$ cat src/rtl/cordic_hyp_pkg.sv
// cordic_hyp_pkg: constants shared by the hyperbolic CORDIC blocks (Q16 angles, shift schedule, gain correction)
package cordic_hyp_pkg;
  localparam int GUARD = 4;
  localparam int ZW = 20;
  localparam int THETA_MAX = 73282;
  // indices 4 and 13 repeat so the hyperbolic iteration converges
  localparam int SHIFT_SEQ [0:15] = '{1, 2, 3, 4, 4, 5, 6, 7, 8, 9, 10, 11, 12, 13, 13, 14};
  localparam int ATANH [1:14] = '{35999, 16739, 8235, 4101, 2049, 1024, 512, 256, 128, 64, 32, 16, 8, 4};
  localparam int INV_KH [8:16] = '{79133, 79134, 79134, 79134, 79134, 79134, 79134, 79134, 79134};
endpackage

$ cat src/rtl/cordic_atanh_vectoring_if.sv
// cordic_atanh_vectoring_if: sample-in / result-out bundle of the atanh vectoring pipeline
interface cordic_atanh_vectoring_if #(parameter int WI = 8);
  logic signed [WI+15:0] x;
  logic signed [WI+15:0] y;
  logic pre_vaild;
  logic signed [17:0] theta;
  logic signed [WI+15:0] mag;
  logic err;
  logic post_vaild;
  modport master(output x, y, pre_vaild, input theta, mag, err, post_vaild);
  modport slave(input x, y, pre_vaild, output theta, mag, err, post_vaild);
endinterface

$ cat src/rtl/cordic_hyp_vec_stage.sv
// cordic_hyp_vec_stage: one registered hyperbolic vectoring micro-rotation driving y toward zero
module cordic_hyp_vec_stage #(
  parameter int W = 28,
  parameter int ZW = 20,
  parameter int SHIFT = 1,
  parameter int ANGLE = 35999
) (
  input  logic clk,
  input  logic rst_n,
  input  logic signed [W-1:0] i_x,
  input  logic signed [W-1:0] i_y,
  input  logic signed [ZW-1:0] i_z,
  input  logic i_v,
  input  logic i_e,
  output logic signed [W-1:0] o_x,
  output logic signed [W-1:0] o_y,
  output logic signed [ZW-1:0] o_z,
  output logic o_v,
  output logic o_e
);
  localparam logic signed [ZW-1:0] A = ZW'(ANGLE);
  logic signed [W-1:0] w_xs, w_ys;
  logic w_neg;
  assign w_neg = i_y[W-1];
  assign w_xs = i_x >>> SHIFT;
  assign w_ys = i_y >>> SHIFT;
  always_ff @(posedge clk or negedge rst_n)
    if (!rst_n) begin
      o_x <= '0;
      o_y <= '0;
      o_z <= '0;
      o_v <= 1'b0;
      o_e <= 1'b0;
    end else begin
      o_x <= w_neg ? i_x + w_ys : i_x - w_ys;
      o_y <= w_neg ? i_y + w_xs : i_y - w_xs;
      o_z <= w_neg ? i_z - A : i_z + A;
      o_v <= i_v;
      o_e <= i_e;
    end
endmodule

$ cat src/rtl/cordic_atanh_vectoring.sv
// cordic_atanh_vectoring: pipelined hyperbolic CORDIC, (x, y) -> atanh(y/x) and sqrt(x^2 - y^2)
module cordic_atanh_vectoring
  import cordic_hyp_pkg::*;
#(
  parameter int WI = 8,
  parameter int PIPELINE = 16
) (
  input logic clk,
  input logic rst_n,
  cordic_atanh_vectoring_if.slave bus
);
  localparam int N = WI + 16;
  localparam int W = N + GUARD;
  localparam int PW = W + 19;
  localparam logic signed [PW-1:0] INV = PW'(INV_KH[PIPELINE]);
  localparam logic signed [ZW-1:0] ZMAX = ZW'(THETA_MAX);
  logic signed [N:0] w_ax, w_sy, w_ay, w_lim;
  logic w_dom;
  logic signed [W-1:0] r_x0, r_y0;
  logic r_v0, r_e0;
  logic signed [W-1:0] w_x [PIPELINE+1];
  logic signed [W-1:0] w_y [PIPELINE+1];
  logic signed [ZW-1:0] w_z [PIPELINE+1];
  logic w_v [PIPELINE+1];
  logic w_e [PIPELINE+1];
  logic signed [PW-1:0] w_prod, w_rnd;
  logic signed [W+2:0] w_m;
  logic signed [N-1:0] w_mag;
  logic signed [ZW-1:0] w_zs;
  logic w_ovf, w_unused;
  logic signed [17:0] r_theta;
  logic signed [N-1:0] r_mag;
  logic r_err, r_pv;
  // |y| > x - x/8 - x/16 - x/128 approximates |y|/x > tanh(theta_max)
  assign w_ax = {bus.x[N-1], bus.x};
  assign w_sy = {bus.y[N-1], bus.y};
  assign w_ay = w_sy[N] ? -w_sy : w_sy;
  assign w_lim = w_ax - (w_ax >>> 3) - (w_ax >>> 4) - (w_ax >>> 7);
  assign w_dom = w_ax[N] || (w_ax == '0) || (w_ay >= w_ax) || (w_ay > w_lim);
  always_ff @(posedge clk or negedge rst_n)
    if (!rst_n) begin
      r_x0 <= '0;
      r_y0 <= '0;
      r_v0 <= 1'b0;
      r_e0 <= 1'b0;
    end else begin
      r_x0 <= W'(bus.x);
      r_y0 <= W'(bus.y);
      r_v0 <= bus.pre_vaild;
      r_e0 <= bus.pre_vaild & w_dom;
    end
  assign w_x[0] = r_x0;
  assign w_y[0] = r_y0;
  assign w_z[0] = '0;
  assign w_v[0] = r_v0;
  assign w_e[0] = r_e0;
  genvar k;
  for (k = 0; k < PIPELINE; k++) begin : g_stage
    cordic_hyp_vec_stage #(
      .W(W),
      .ZW(ZW),
      .SHIFT(SHIFT_SEQ[k]),
      .ANGLE(ATANH[SHIFT_SEQ[k]])
    ) u_stage (
      .clk(clk),
      .rst_n(rst_n),
      .i_x(w_x[k]),
      .i_y(w_y[k]),
      .i_z(w_z[k]),
      .i_v(w_v[k]),
      .i_e(w_e[k]),
      .o_x(w_x[k+1]),
      .o_y(w_y[k+1]),
      .o_z(w_z[k+1]),
      .o_v(w_v[k+1]),
      .o_e(w_e[k+1])
    );
  end
  // remove the CORDIC gain with rounding, then drop guard bits with saturation
  assign w_prod = PW'(w_x[PIPELINE]) * INV;
  assign w_rnd = w_prod + PW'(32768);
  assign w_m = w_rnd[PW-1:16];
  assign w_ovf = w_m[W+2:N-1] != {(W+4-N){w_m[W+2]}};
  assign w_mag = w_ovf ? {w_m[W+2], {(N-1){~w_m[W+2]}}} : w_m[N-1:0];
  assign w_zs = (w_z[PIPELINE] > ZMAX) ? ZMAX : (w_z[PIPELINE] < -ZMAX) ? -ZMAX : w_z[PIPELINE];
  assign w_unused = ^{w_rnd[15:0], w_y[PIPELINE], w_zs[ZW-1:18]};
  always_ff @(posedge clk or negedge rst_n)
    if (!rst_n) begin
      r_theta <= '0;
      r_mag <= '0;
      r_err <= 1'b0;
      r_pv <= 1'b0;
    end else begin
      r_theta <= w_e[PIPELINE] ? '0 : w_zs[17:0];
      r_mag <= w_e[PIPELINE] ? '0 : w_mag;
      r_err <= w_e[PIPELINE];
      r_pv <= w_v[PIPELINE];
    end
  assign bus.theta = r_theta;
  assign bus.mag = r_mag;
  assign bus.err = r_err;
  assign bus.post_vaild = r_pv;
endmodule

$ cat src/flat_wrapper.sv
// flat-port wrapper written by rule: the top's interface ports become plain ports
module cordic_atanh_vectoring_flat import cordic_hyp_pkg::*;
#(
  parameter int WI = 8,
  parameter int PIPELINE = 16
)
  (clk, rst_n, bus_x, bus_y, bus_pre_vaild, bus_theta, bus_mag, bus_err, bus_post_vaild);
  cordic_atanh_vectoring_if #(.WI(WI)) bus_i ();
  input logic clk;
  input logic rst_n;
  input wire logic [$bits(bus_i.x)-1:0] bus_x;
  input wire logic [$bits(bus_i.y)-1:0] bus_y;
  input wire logic [$bits(bus_i.pre_vaild)-1:0] bus_pre_vaild;
  output wire logic [$bits(bus_i.theta)-1:0] bus_theta;
  output wire logic [$bits(bus_i.mag)-1:0] bus_mag;
  output wire logic [$bits(bus_i.err)-1:0] bus_err;
  output wire logic [$bits(bus_i.post_vaild)-1:0] bus_post_vaild;
  assign bus_i.x = bus_x;
  assign bus_i.y = bus_y;
  assign bus_i.pre_vaild = bus_pre_vaild;
  assign bus_theta = bus_i.theta;
  assign bus_mag = bus_i.mag;
  assign bus_err = bus_i.err;
  assign bus_post_vaild = bus_i.post_vaild;
  cordic_atanh_vectoring #(.WI(WI), .PIPELINE(PIPELINE)) u_core (.clk(clk), .rst_n(rst_n), .bus(bus_i));
endmodule
$ cat config.mk
export PLATFORM = sky130hd
export DESIGN_NAME = cordic_atanh_vectoring_flat
export DESIGN_NICKNAME = d
export VERILOG_FILES = /design/src/rtl/cordic_hyp_pkg.sv /design/src/rtl/cordic_atanh_vectoring_if.sv /design/src/rtl/cordic_hyp_vec_stage.sv /design/src/rtl/cordic_atanh_vectoring.sv /design/src/flat_wrapper.sv
export SDC_FILE = /design/constraint.sdc
export NUM_CORES = 2
export LEC_CHECK = 0
export ABC_AREA = 1
export CORE_MARGIN = 3
export CORE_UTILIZATION = 60
export CTS_CLUSTER_SIZE = 16
export DETAILED_ROUTE_END_ITERATION = 8
export PLACE_DENSITY = 0.76
export SLEW_MARGIN = 20
export SYNTH_ARGS = -nofsm -noshare
export SYNTH_HDL_FRONTEND = slang
export SYNTH_SLANG_ARGS = --single-unit
$ cat constraint.sdc
create_clock -name clk -period 6.85 [get_ports clk]
set_input_delay 1.0275 -clock clk [delete_from_list [all_inputs] [get_ports clk]]
set_output_delay 1.0275 -clock clk [all_outputs]
set_load 0.02 [all_outputs]
# Yosys cells after proc, flatten, opt, wreduce, memory -nomap -nowiden
# Index checks and enable logic that the tools add are counted.
[word_totals]
register_bits = 1314
output_inout_bits = 44
word_cells = 249
[op_classes]
n_addsub = 97
multipliers = 1
magnitude_cmp = 4
n_eq_ne = 1
n_mux = 53
n_bitwise = 2
reduce_logical = 4
[ops]
columns = ["cell", "n"]
rows = [
  ["$mux W28", 31],
  ["$mux W20", 16],
  ["$add A28 B15 Y28", 4],
  ["$add A28 B24 Y28", 4],
  ["$sub A28 B15 Y28", 4],
  ["$sub A28 B24 Y28", 4],
  ["$add A28 B16 Y28", 2],
  ["$add A28 B17 Y28", 2],
  ["$add A28 B18 Y28", 2],
  ["$add A28 B19 Y28", 2],
  ["$add A28 B20 Y28", 2],
  ["$add A28 B21 Y28", 2],
  ["$add A28 B22 Y28", 2],
  ["$add A28 B23 Y28", 2],
  ["$add A28 B25 Y28", 2],
  ["$add A28 B26 Y28", 2],
  ["$sub A28 B16 Y28", 2],
  ["$sub A28 B17 Y28", 2],
  ["$sub A28 B18 Y28", 2],
  ["$sub A28 B19 Y28", 2],
  ["$sub A28 B20 Y28", 2],
  ["$sub A28 B21 Y28", 2],
  ["$sub A28 B22 Y28", 2],
  ["$sub A28 B23 Y28", 2],
  ["50 further kinds", 63],
]

# Longest topological paths before layout
[depth]
ltp_word = 6
depth_mapped = 40
ltp_nobuf = 39

# Cells and area by module
# Synthesis repeated with hierarchy kept, for this count alone.
[unflattened]
hier_cells = 22074
area_unflattened_um2 = 145370.7
[by_module_without_submodules]
columns = ["module", "instances", "cells_each", "area_per_inst_um2", "seq_area_each_um2"]
rows = [
  ["cordic_atanh_vectoring", 1, 2172, 17734.5, 2352.3],
  ["cordic_hyp_vec_stage at u_core.g_stage[3].u_stage ...", 2, 1280, 8358.0, 1951.9],
  ["cordic_hyp_vec_stage at u_core.g_stage[13].u_stage ...", 2, 1209, 7728.7, 1951.9],
  ["cordic_hyp_vec_stage at u_core.g_stage[1].u_stage", 1, 1397, 8675.8, 1951.9],
  ["cordic_hyp_vec_stage at u_core.g_stage[5].u_stage", 1, 1349, 8544.4, 1951.9],
  ["cordic_hyp_vec_stage at u_core.g_stage[0].u_stage", 1, 1366, 8496.9, 1951.9],
  ["cordic_hyp_vec_stage at u_core.g_stage[2].u_stage", 1, 1319, 8279.2, 1951.9],
  ["cordic_hyp_vec_stage at u_core.g_stage[15].u_stage", 1, 1216, 7780.0, 1951.9],
  ["cordic_hyp_vec_stage at u_core.g_stage[7].u_stage", 1, 1187, 7771.2, 1951.9],
  ["cordic_hyp_vec_stage at u_core.g_stage[8].u_stage", 1, 1182, 7727.4, 1951.9],
  ["cordic_hyp_vec_stage at u_core.g_stage[11].u_stage", 1, 1178, 7712.4, 1951.9],
  ["cordic_hyp_vec_stage at u_core.g_stage[9].u_stage", 1, 1172, 7642.3, 1951.9],
  ["cordic_hyp_vec_stage at u_core.g_stage[6].u_stage", 1, 1186, 7637.3, 1951.9],
  ["cordic_hyp_vec_stage at u_core.g_stage[10].u_stage", 1, 1184, 7611.0, 1951.9],
  ["cordic_hyp_vec_stage at u_core.g_stage[12].u_stage", 1, 1188, 7584.8, 1951.9],
]

# Worst setup path before layout
# Ideal clock, no wire load.
[synth_path]
path_type = "flip-flop to flip-flop"
startpoint = "reg u_core.g_stage[15].u_stage.o_x[27]"
endpoint = "reg u_core.r_mag[10] (netlist: u_core.bus.mag[10])"
setup_time_ns = 0.071
t_arrival_ns = 6.092
required_ns = 6.779
path_slack_ns = 0.687
stages_incl_launch_ff = 33
period_less_slack_ns = 6.163
cell_sequence = "dfrtp_1 ha_1 inv_1 ha_1 fa_1 fa_1 fa_1 inv_1 fa_1 inv_1 ha_1 a21oi_1 inv_1 nor2_1 nand2_1 a21oi_1 nand2_1 nand2_1 nand2_1 nor2_1 nand3_1 nor2_1 nand3_1 nand2_2 nand3_1 nand2_1 nand2_1 nor2_2 nand2_2 nand2_2 nand2_2 buf_6 nor2_1"
[synth_between]
elab_chain_len = 5
word_cells_on_any_way = 6
[synth_lines]
columns = ["element", "line_no", "rtl"]
rows = [
  ["start: declaration", "cordic_hyp_vec_stage.sv:15", "output logic signed [W-1:0] o_x,"],
  ["start signal: assignment", "cordic_hyp_vec_stage.sv:35", "o_x <= w_neg ? i_x + w_ys : i_x - w_ys;"],
  ["$mul A28 B17 Y45 (*)", "cordic_atanh_vectoring.sv:80", "assign w_prod = PW'(w_x[PIPELINE]) * INV;"],
  ["$add A47 B17 Y47 (*)", "cordic_atanh_vectoring.sv:81", "assign w_rnd = w_prod + PW'(32768);"],
  ["$ne A7 B7 Y1 or $not A1 Y1 (tied branches)", "cordic_atanh_vectoring.sv:83, cordic_atanh_vectoring.sv:84", ""],
  ["$mux W24 (*)", "cordic_atanh_vectoring.sv:84", "assign w_mag = w_ovf ? {w_m[W+2], {(N-1){~w_m[W+2]}}} : w_m[N-1:0];"],
  ["$mux W24 (*)", "cordic_atanh_vectoring.sv:95", "r_mag <= w_e[PIPELINE] ? '0 : w_mag;"],
  ["end signal: assignment", "cordic_atanh_vectoring.sv:95", ""],
  ["end: declaration", "cordic_atanh_vectoring.sv:32", "logic signed [N-1:0] r_mag;"],
]
# Mark *: on every way between the ends. The rest lies on a longest branch, timed or not.

# Final worst setup path
[layout_path]
startpoint = "reg u_core.g_stage[15].u_stage.o_x[26]"
endpoint = "reg u_core.r_mag[5] (netlist: u_core.bus.mag[5])"
# Same word-level chain as after synthesis.

==> impl_metrics.csv <==
group,metric,value,unit
synth,synth_top_area_share,30.92,%
global_routing,antenna_found_initial,3,
synth,ys_seq_elements,1277,
critical_path,r2r_start,"u_core.g_stage[15].u_stage.o_x[26]",
synth,yosys-top-cells-count,"nand2_1, ha_1, a21oi_1, inv_1, dfrtp_1",
drt,vias,87210,
clocking,cts_tree,"yes",
die,io_pins,95,
drt,drt-wirelength-per-cell,19.76,um
clocking,root_buffer,"clkbuf_16",
worst_hold_path,hold_path_class,"in -> async",
run_status,status,"finished clean",
synth,synth_most_common_cell,"nand2_1",
clocking,cts.sinks,1277,
critical_path,end_kind,"register",
global_routing,gr-total-overflow,0,
cells_and_area,drive_gt1_share,4.205,%
global_routing,grt_start_max_net_pins,186,
sta,fin_crit,6.507,ns
synth,synth-seq-area-share,30.92,%
critical_path,r2r-end,"u_core.bus.mag[5]",
sta,worst_slack,0.3427,ns
clocking,h-tree-depth,4,
place,io_buffers,94,
sta,finalHoldViolCount,0,
clocking,cts_made_buffers,145,
clocking,clk-insertion-delay-late,0.83,ns
cells_and_area,area_growth,9.808,%
synth,ys_types,56,
global_routing,grt_pass1_vias,86748,
sta,fin_crit_sh,95.00,%
drt,drc,0,
drt,via_per_inst,5.779,
place,gp_congestion,1.013,
drt,drt-total-wl,298.1,mm
place,pre_cts_ws,0.05504,ns
place,dp_hpwl,242.5,mm
cells_and_area,final_util,66.67,%
sta,tightestPinTransition,1.053,ns
synth,synth_edf_count,0,
sta,drv_slew,0,
global_routing,gr-usage-all-layers,33.30,%
critical_path,reg2reg_depth,31,
die,die_x,421.1,um
synth,synth_area_leaders,"dfrtp_1, ha_1, xor2_1",
global_routing,grt_pass1_wl,472.0,mm
die,initial_core_util,60.72,%
synth,synth_cells,12366,
cells_and_area,stdcell_area,0.1135,mm^2
clocking,clkTransAtPathRegs,0.07,ns
synth,post_synth.cell_area_avg,8.358,um^2
clocking,cts_setup_buffers,0,
cells_and_area,fin_nets,14339,
critical_path,critical_path_class,"reg -> reg",
drt,first_pass_iters,6,
die,core,0.1702,mm^2
drt,drt-initial-drc-count,7013,
synth,synth_ff_type,"dfrtp_1",
synth,synth_area,0.1034,mm^2
die,row_count,151,
critical_path,crit_path_top_delay_cell,"fa_1",
critical_path,cp-start-kind,"register",
die,die_area,0.1773,mm^2
run,drv_cap,0,
synth,yosysTopAreaCell,"dfrtp_1",
critical_path,path_max_fanout,23,
drt,drtAntennaViolNets,0,
sta,clock_skew,0.04697,ns
critical_path,critPathRequiredTime,7.53,ns
critical_path,cp_slowest_stage_delay,0.55,ns
sta,slew_headroom,29.26,%
sta,fmax,0.1537,GHz
synth,yosysWarningCount,0,
sta,setup-violations-final,0,
critical_path,rrSetupSlack,0.34,ns
critical_path,cp.arrival,7.19,ns
cells_and_area,nFillCells,13975,
clocking,clock_path_buffers,3,
place,dpl_cell_area,0.1081,mm^2
die,fp.dieH,421.1,um
synth,synth-async-reset-ratio,100.0,%
==> cell families (layout without fill, tap and decap cells) <==
family / count (synthesis) / count (layout) / share of synthesized area [%]
simple gates: 4047 / 4047 / 16.19
compound gates: 2377 / 2377 / 12.36
xor+xnor: 1630 / 1630 / 13.81
fa+ha+maj: 1618 / 1618 / 21.55
buf+inv: 1415 / 1841 / 5.156
flops: 1277 / 1277 / 30.92
other cells: 2 / 5 / 0.007266
==> worst max-delay path: cells and delay by family, from the launching register on <==
kind            cells  cell delay [ns]
buf+inv             6             0.47
compound gates      1             0.11
simple gates       17             2.24
fa+ha+maj           7             3.11
flops               1             0.45
==> area by class of cell <==
type	instances	area (um^2)	share of cell area, %
Antenna cell	2	5.005	0.004410
Clock buffer	199	4101	3.614
Clock inverter	71	1140	1.004
Inverter	1331	4996	4.402
Multi-Input combinational cell	9675	66280	58.40
Sequential cell	1277	31960	28.16
Tap cell	2295	2872	2.530
Timing Repair Buffer	240	2142	1.887
==> per-layer routing <==
| layer | routed length [um] | GRT usage [%] | vias up |
|---|---|---|---|
| met5 | 13 | 0 | - |
| met4 | 15610 | 15.69 | 2 |
| li1 | - | - | 41848 |
| met1 | 126900 | 43.62 | 41685 |
| met3 | 18080 | 4.768 | 710 |
| met2 | 137600 | 54.60 | 2965 |
==> placed cells by master, fill, tap and decap left out, drive strengths merged, types with 4 or more instances in the layout <==
cell           count
inv             1334
a21boi            53
a21o              15
nand3            443
nor4              67
o311ai             4
clkinv            45
o21a              30
ha              1347
or2               43
clkdlybuf4s50     93
xor2            1066
nand3b            19
buf              147
xnor2            564
nand4             59
clkinvlp           5
nor2            1054
dfrtp           1277
o31ai             27
bufinv            18
a31oi            136
o41ai             28
o211ai            11
nand2           2138
a211oi            18
a21oi           1336
nor3             200
o21bai            10
a221oi            28
fa               271
o21ai            666
clkbuf           199
nor3b             20
==> per-stage QoR <==
stage / hold slack (ns) / setup TNS [ns] / std cells
after detailed placement: 0.3347 / 0 / 14818
after global placement: 0.3317 / 0 / 14818
after floorplan: 0.3312 / 0 / 12367
final: 0.1495 / 0 / 15090
after CTS: 0.1602 / 0 / 15088
after global routing: 0.1778 / -0.003127 / 15088
==> state kept, by name, summed over array words and instances (netlist names) <==
register	count
u_core.r_y0	24
u_core.g_stage.u_stage.o_e	16
u_core.r_x0	24
u_core.r_e0	1
u_core.g_stage.u_stage.o_y	403
u_core.bus.post_vaild	1
u_core.bus.err	1
u_core.bus.mag	24
u_core.g_stage.u_stage.o_x	445
u_core.g_stage.u_stage.o_v	16
u_core.g_stage.u_stage.o_z	303
u_core.bus.theta	18
u_core.r_v0	1
==> repair_timing <==
item | CTS | global route
setup endpoints to repair | 0 | 23
hold buffers | 0 | 0
resized for setup | 0 | 61
endpoints found under the hold margin | 0 | 0
==> worst max path at each step <==
stage	depth (start not counted)	end	slack (ns)	from
global placement	29	u_core.r_e0	0.06	bus_x[9]
global route	33	u_core.bus.mag[7]	-0.002	u_core.g_stage[15].u_stage.o_x[5]
finish	31	u_core.bus.mag[5]	0.34	u_core.g_stage[15].u_stage.o_x[26]
CTS	30	u_core.bus.mag[0]	0.06	u_core.g_stage[15].u_stage.o_x[8]
detailed placement	29	u_core.r_e0	0.06	bus_x[9]
floorplan	32	u_core.bus.mag[10]	0.69	u_core.g_stage[15].u_stage.o_x[27]
Power is not shown: default switching activity piles up to over one toggle a cycle in this logic, so the estimate is an artifact.
